### src/rtl/adder_arbiter_if.sv
// adder_arbiter_if: request/result bus between requesters and the shared adder.
interface adder_arbiter_if #(
    parameter int NREQ = 4,
    parameter int W    = 4
);
    localparam int IW = $clog2(NREQ);
    logic [NREQ-1:0]   req_valid;
    logic [NREQ*W-1:0] req_a;
    logic [NREQ*W-1:0] req_b;
    logic [NREQ-1:0]   req_ready;
    logic              res_valid;
    logic [W:0]        res_sum;
    logic [IW-1:0]     res_id;
    logic              res_ready;
    logic              busy;
    logic [7:0]        op_count;
    modport master (
        output req_valid, req_a, req_b, res_ready,
        input  req_ready, res_valid, res_sum, res_id, busy, op_count
    );
    modport slave (
        input  req_valid, req_a, req_b, res_ready,
        output req_ready, res_valid, res_sum, res_id, busy, op_count
    );
endinterface

### src/rtl/adder_arbiter.sv
// adder_arbiter: round-robin arbiter sharing one registered W-bit adder among NREQ requesters.
module adder_arbiter #(
    parameter int NREQ = 4,
    parameter int W    = 4
) (
    input logic             clk,
    input logic             reset,
    adder_arbiter_if.slave  bus
);
    localparam int IW = $clog2(NREQ);
    typedef enum logic [1:0] {IDLE, CALC, DONE} state_t;
    state_t        state;
    logic [IW-1:0] rr_ptr;
    logic [IW-1:0] win;
    logic [IW-1:0] cand;
    logic [IW-1:0] nxt_ptr;
    logic          found;
    logic          grant;
    int            j;
    logic [W-1:0]  a_q;
    logic [W-1:0]  b_q;
    logic [IW-1:0] id_q;
    logic          res_valid_q;
    logic [W:0]    res_sum_q;
    logic [IW-1:0] res_id_q;
    logic          busy_q;
    logic [7:0]    op_count_q;
    // First valid requester at or above rr_ptr, wrapping modulo NREQ.
    always_comb begin
        found = 1'b0;
        win   = '0;
        cand  = '0;
        j     = 0;
        for (int k = 0; k < NREQ; k++) begin
            j = int'(rr_ptr) + k;
            if (j >= NREQ) j = j - NREQ;
            cand = IW'(j);
            if (!found && bus.req_valid[cand]) begin
                found = 1'b1;
                win   = cand;
            end
        end
    end
    assign grant   = (state == IDLE) && found && !reset;
    assign nxt_ptr = (win == IW'(NREQ - 1)) ? '0 : win + IW'(1);
    assign bus.req_ready = grant ? (NREQ'(1) << win) : '0;
    assign bus.res_valid = res_valid_q;
    assign bus.res_sum   = res_sum_q;
    assign bus.res_id    = res_id_q;
    assign bus.busy      = busy_q;
    assign bus.op_count  = op_count_q;
    always_ff @(posedge clk or posedge reset) begin
        if (reset) begin
            state       <= IDLE;
            rr_ptr      <= '0;
            a_q         <= '0;
            b_q         <= '0;
            id_q        <= '0;
            res_valid_q <= 1'b0;
            res_sum_q   <= '0;
            res_id_q    <= '0;
            busy_q      <= 1'b0;
            op_count_q  <= '0;
        end else begin
            case (state)
                IDLE: if (grant) begin
                    a_q    <= bus.req_a[win*W +: W];
                    b_q    <= bus.req_b[win*W +: W];
                    id_q   <= win;
                    rr_ptr <= nxt_ptr;
                    busy_q <= 1'b1;
                    state  <= CALC;
                end
                CALC: begin
                    res_sum_q   <= {1'b0, a_q} + {1'b0, b_q};
                    res_id_q    <= id_q;
                    res_valid_q <= 1'b1;
                    state       <= DONE;
                end
                DONE: if (bus.res_ready) begin
                    res_valid_q <= 1'b0;
                    op_count_q  <= op_count_q + 8'd1;
                    busy_q      <= 1'b0;
                    state       <= IDLE;
                end
                default: state <= IDLE;
            endcase
        end
    end
endmodule

### src/flat_wrapper.sv
// flat-port wrapper written by rule: the top's interface ports become plain ports
module adder_arbiter_flat 
#(
    parameter int NREQ = 4,
    parameter int W    = 4
)
  (clk, reset, bus_req_valid, bus_req_a, bus_req_b, bus_res_ready, bus_req_ready, bus_res_valid, bus_res_sum, bus_res_id, bus_busy, bus_op_count);
  adder_arbiter_if #(.NREQ(NREQ), .W(W)) bus_i ();
  input logic clk;
  input logic reset;
  input wire logic [$bits(bus_i.req_valid)-1:0] bus_req_valid;
  input wire logic [$bits(bus_i.req_a)-1:0] bus_req_a;
  input wire logic [$bits(bus_i.req_b)-1:0] bus_req_b;
  input wire logic [$bits(bus_i.res_ready)-1:0] bus_res_ready;
  output wire logic [$bits(bus_i.req_ready)-1:0] bus_req_ready;
  output wire logic [$bits(bus_i.res_valid)-1:0] bus_res_valid;
  output wire logic [$bits(bus_i.res_sum)-1:0] bus_res_sum;
  output wire logic [$bits(bus_i.res_id)-1:0] bus_res_id;
  output wire logic [$bits(bus_i.busy)-1:0] bus_busy;
  output wire logic [$bits(bus_i.op_count)-1:0] bus_op_count;
  assign bus_i.req_valid = bus_req_valid;
  assign bus_i.req_a = bus_req_a;
  assign bus_i.req_b = bus_req_b;
  assign bus_i.res_ready = bus_res_ready;
  assign bus_req_ready = bus_i.req_ready;
  assign bus_res_valid = bus_i.res_valid;
  assign bus_res_sum = bus_i.res_sum;
  assign bus_res_id = bus_i.res_id;
  assign bus_busy = bus_i.busy;
  assign bus_op_count = bus_i.op_count;
  adder_arbiter #(.NREQ(NREQ), .W(W)) u_core (.clk(clk), .reset(reset), .bus(bus_i));
endmodule
### config.mk
export PLATFORM = sky130hd
export DESIGN_NAME = adder_arbiter_flat
export DESIGN_NICKNAME = d
export VERILOG_FILES = /design/src/rtl/adder_arbiter_if.sv /design/src/rtl/adder_arbiter.sv /design/src/flat_wrapper.sv
export SDC_FILE = /design/constraint.sdc
export NUM_CORES = 1
export LEC_CHECK = 0
export ABC_AREA = 1
export CORE_MARGIN = 2
export CORE_UTILIZATION = 51
export DETAILED_ROUTE_END_ITERATION = 6
export PLACE_DENSITY = 0.85
export SYNTH_ARGS = -nofsm -noshare
export SYNTH_HDL_FRONTEND = slang
export SYNTH_SLANG_ARGS = --single-unit
### constraint.sdc
create_clock -name clk -period 3.53 [get_ports clk]
set_input_delay 0.353 -clock clk [delete_from_list [all_inputs] [get_ports clk]]
set_output_delay 0.353 -clock clk [all_outputs]
set_load 0.01 [all_outputs]
After elaboration in Yosys (flattened, before gate mapping)

Cells that the tools add are included.

ROM bits: 0
Word-level logic and storage cells: 82
Bits in registers: 31
Output and inout bits: 21
Memory bits (writable): 0
Memories: 0
Bits in latches: 0
Input port bits: 39

Equal/unequal tests: 5
Bitwise operators: 0
Mux-type cells: 29
Reduce and logical (&&, ||, !) cells: 17
Order comparisons: 8
Div/mod/pow operators: 0
Multiply operators: 0
Shift operators: 3
Add/subtract/negate cells: 10

Operators by type and width:

| cell                                                               | number |
|---|---|
| variable part select 16 x 5 -> 4 bit                               | 2 |
| 2-to-1 mux 2 bit                                                   | 11 |
| less-than comparator 2 x 3 -> 1 bit (second input constant)        | 4 |
| 2-to-1 mux 1 bit                                                   | 10 |
| greater-or-equal comparator 3 bit (second input constant)          | 3 |
| adder 8 x 1 -> 8 bit (second input constant)                       | 1 |
| binary-select mux 1 bit (select 2 bit)                             | 4 |
| AND reduction 2 bit                                                | 4 |
| subtractor 2 x 1 -> 2 bit (second input constant)                  | 4 |
| adder 2 x 2 -> 3 bit (second input constant)                       | 2 |
| case mux 2 bit (3 select lines)                                    | 1 |
| adder 4 x 4 -> 5 bit                                               | 1 |
| logical AND 1 bit                                                  | 5 |
| equality test 2 bit (second input constant)                        | 2 |
| logical NOT 1 bit                                                  | 4 |
| 2-to-1 mux 4 bit                                                   | 1 |
| case mux 1 bit (2 select lines)                                    | 2 |
| nonzero test 2 bit                                                 | 2 |
| << shifter 1 x 2 -> 4 bit (first input constant)                   | 1 |
| adder 2 x 1 -> 3 bit (second input constant)                       | 1 |
| greater-or-equal comparator 2 x 3 -> 1 bit (second input constant) | 1 |
| AND reduction 3 bit                                                | 1 |
| adder 2 x 1 -> 2 bit (second input constant)                       | 1 |
| equality test 2 x 1 -> 1 bit (second input constant)               | 1 |
| other kinds (3)                                                    | 3 |

Longest topological paths before layout

Word-level depth: 18
Depth in mapped cells: 18
Mapped depth without buffers: 16

Worst setup path after synthesis

OpenSTA, ideal clock, no wires.

Path kind: input port to output port
From: input reset
To: output bus_req_ready[0]
Required time: 3.177 ns
Cell stages on the path: 6
Slack: 1.437 ns
Arrival time: 1.740 ns
Path buffers: 1
Cells stage by stage: inv_1 -> nand4_4 -> inv_4 -> buf_6 -> nand3_1 -> inv_2

Word-level cells in the longest chain between the ends: 3

Ends and longest elaborated chain:

| item              | line                | source |
|---|---|---|
| start, declared   | flat_wrapper.sv:10  | `input logic reset;` |
| logical NOT 1 bit | adder_arbiter.sv:44 | `assign grant = (state == IDLE) && found && !reset;` |
| logical AND 1 bit | adder_arbiter.sv:44 |  |
| 2-to-1 mux 4 bit  | adder_arbiter.sv:46 | `assign bus.req_ready = grant ? (NREQ'(1) << win) : '0;` |
| end, declared     | flat_wrapper.sv:15  | `output wire logic [$bits(bus_i.req_ready)-1:0] bus_req_ready;` |

No other way between the ends.

Final worst setup path

From: register u_core.rr_ptr[0]
To: output bus_req_ready[1]

Word-level cells in the longest chain between the ends: 17
Elaborated cells on any way between the ends: 41
Those cells by class: add/sub: 7; order compare: 4; shift: 1; mux: 21; reduce/logical: 8

Ends and longest elaborated chain:

| item                                                                          | line                | source |
|---|---|---|
| start, declared                                                               | adder_arbiter.sv:13 | `logic [IW-1:0] rr_ptr;` |
| start signal, assigned                                                        | adder_arbiter.sv:70 | `rr_ptr <= nxt_ptr;` |
| parallel branches: the longest is 16 deep, another holds adder 2 x 1 -> 3 bit | n/a                 |  |
| 2-to-1 mux 4 bit *                                                            | adder_arbiter.sv:46 |  |

Every way passes the cells marked *. The select of a mux whose other input is x is not followed.

==> flow_metrics.py <==
metrics = {
    "setup_path": {
        "crit_path_max_fanout": 20,
        "worst_setup_path_end_kind": "primary output",
        "r2r_cells": 13,
        "required_ns": 3.18,
        "worstSetupStartpointType": "flip-flop",
        "regToRegStartpoint": "u_core.rr_ptr[0]",
        "r2r-end": "u_core.b_q[1]",
        "arrival_ns": 2.93,
        "r2r_slack_ns": 1.21,
        "critical_path_class": "flip-flop to primary output",
    },
    "cts": {
        "max-clock-path-buffers": 2,
        "cts_hold_buf": 0,
        "numClockSinks": 31,
        "numCtsBuffers": 5,
        "clk_pin_slew_ns": 0.06,
        "cts_root_buffer": "clkbuf_8",
        "clk_latency_ns": 0.28,
        "cts_setup_buffers": 0,
        "cts_resized": 0,
        "cts_tree": "built",
        "h-tree-depth": 2,
    },
    "yosys": {
        "synth_top_area_share_pct": 37.6,
        "yosys_warnings": 0,
        "synth_most_common_cell": "nand2_1",
        "yosys-top-cells-count": "nand2_1, dfrtp_1, nand4_1, inv_1, nor2_1",
        "synth_nets": 319,
        "synth_area_leaders": "dfrtp_1, nand2_1, nand4_1",
        "synth_area_sq_mm": 0.00206,
        "synth_largest_area_cell": "dfrtp_1",
        "synthArstFlopShare_pct": 100,
        "synth.distinct_cells": 33,
        "synth-edff-count": 0,
        "syn_inst": 274,
        "synth_flop_cell": "dfrtp_1",
        "syn_area_per_cell_sq_um": 7.53,
        "ys_ff_latch": 31,
        "ys_seq_area_share_pct": 37.6,
    },
    "route": {
        "vias": 1905,
        "wl_per_cell_um": 11.2,
        "antenna_left": 0,
        "dr.pass1.iters": 6,
        "viasPerCell": 4.97,
        "routed_wl_mm": 4.28,
        "drt-initial-drc-count": 115,
        "drc": 0,
    },
    "grt": {
        "grt-ovfl-total": 0,
        "grt.total_usage_pct": 21.1,
        "grt_pass1_vias": 1743,
        "antenna_found_initial": 0,
        "grt_pass1_wl_mm": 7.42,
        "grt_max_degree": 32,
    },
    "die": {
        "core_area_sq_mm": 0.00394,
        "die_h_um": 67.6,
        "row_count": 23,
        "pin_count": 60,
        "die_area_sq_mm": 0.00457,
        "die_w_um": 67.6,
        "start_util_pct": 52.3,
    },
    "sta": {
        "finClkSkew_ns": 0.00496,
        "fmax_mhz": 305,
        "min_period_over_period_pct": 92.9,
        "min_period_ns": 3.28,
        "finalSetupTns_ns": 0,
        "rsz0062_at_grt": "false",
        "slew_headroom_pct": 68.1,
        "hold_slack_ns": 0.472,
        "drv_slew": 0,
        "worst_pin_slew_ns": 0.479,
        "finalHoldViolCount": 0,
        "setup_ws_ns": 0.250,
        "setup_viol": 0,
    },
    "placement": {
        "portBuffers": 59,
        "hpwl_mm": 3.30,
        "gp_congestion": 0.863,
        "pre_cts_ws_ns": 0.414,
    },
    "cells_and_area": {
        "drive_above_1_share_pct": 12.0,
        "regArea_sq_um": 776,
        "diodes": 0,
        "fill_cells": 329,
        "area_delta_synth_final_pct": 33.3,
        "nNetsFinal": 377,
        "multi_input_area_sq_mm": 0.00112,
    },
    "worst_hold_path": {
        "hold_depth": 1,
        "hold_path.class": "flip-flop to flip-flop",
        "hold_start": "u_core.bus.op_count[7]",
        "min_to": "u_core.bus.op_count[7]",
    },
    "power_and_ir_drop": {
        "p_leak_nw": 1.44,
        "ir_worst_vdd_mv": 0.481,
        "powerDensity_mw_per_mm2": 948,
        "total_power_w": 0.00261,
    },
    "flow_run": {
        "maxCapViolations": 0,
    },
    "status": {
        "status": "completed",
    },
}
-- kinds of logic after synthesis --
group / after synthesis / synth area share (%)
AO/OA/AOI/OAI: 13 / 3.40
AND/OR/NAND/NOR: 184 / 43.4
adder cells (fa/ha/maj): 6 / 4.00
flip-flops: 31 / 37.6
buffers and inverters: 32 / 8.13
XOR/XNOR: 7 / 2.97
multiplexers: 1 / 0.546
-- layout by cell type, fill, tap and decap left out, types with 2 or more instances in the layout --
| cell type | instances |
|---|---|
| nand2_1 | 125 |
| clkdlybuf4s50_1 | 59 |
| dfrtp_1 | 31 |
| nand4_1 | 16 |
| inv_1 | 15 |
| nor2_1 | 11 |
| nand2_2 | 10 |
| nand3_1 | 8 |
| clkbuf_8 | 7 |
| inv_2 | 6 |
| nand2_4 | 6 |
| o21ai_0 | 6 |
| xnor2_1 | 5 |
| ha_1 | 5 |
| o21ai_1 | 3 |
| nand3_2 | 2 |
| a21oi_1 | 2 |
| xor2_1 | 2 |
-- through the flow --
step	utilization, %	std cells	area, sq um
2_1_floorplan	-	274	2060
3_3_place_gp	67.2	375	2650
3_5_place_dp	67.2	375	2650
4_1_cts	69.8	383	2750
5_1_grt	69.8	383	2750
6_report	69.8	383	2750
-- state kept, by name, indices dropped and copies added (netlist names) --
register              cells
u_core.a_q                4
u_core.b_q                4
u_core.bus.busy           1
u_core.bus.op_count       8
u_core.bus.res_id         2
u_core.bus.res_sum        5
u_core.bus.res_valid      1
u_core.id_q               2
u_core.rr_ptr             2
u_core.state              2
-- where the power goes --
part / switching, W / internal [W]
Clock: 0.000120 / 0.000178
Sequential: 0.000129 / 0.000506
Combinational: 0.00101 / 0.000664
Total: 0.00126 / 0.00135
-- per-layer routing --
layer | vias up | share of wire (%) | track usage, %
met3 | 6 | 5.3 | 3.83
li1 | 987 | - | -
met5 | - | 0 | 0
met2 | 52 | 48 | 35.8
met1 | 860 | 46 | 26.8
met4 | 0 | 0.98 | 7.14
-- worst max-delay path by stage --
stage / from / end / cells past startpoint
after CTS: u_core.rr_ptr[0] / bus_req_ready[1] / 11
final: u_core.rr_ptr[0] / bus_req_ready[1] / 11
after global placement: bus_req_valid[1] / bus_req_ready[1] / 14
after floorplan: reset / bus_req_ready[0] / 6
after global routing: u_core.rr_ptr[0] / bus_req_ready[1] / 11
after detailed placement: bus_req_valid[0] / bus_req_ready[1] / 11
-- worst max-delay path: stages, from the launching register on --
cell	delay (ns)
dfrtp_1	0.64
inv_6	0.11
nand2_2	0.08
nand2_2	0.09
nor2_8	0.12
nand3_2	0.14
nand3_4	0.22
nand3_2	0.36
inv_2	0.14
nand3_1	0.13
inv_1	0.08
clkdlybuf4s50_1	0.53
-- cell type report --
cell class	instances	share of cell area [%]
tap	50	2.27
timing repair buffer	60	21.7
clock buffer	8	3.64
sequential	31	28.2
inverter	23	3.41
multi-input combinational	211	40.7
(Power assumes the default switching activity.)
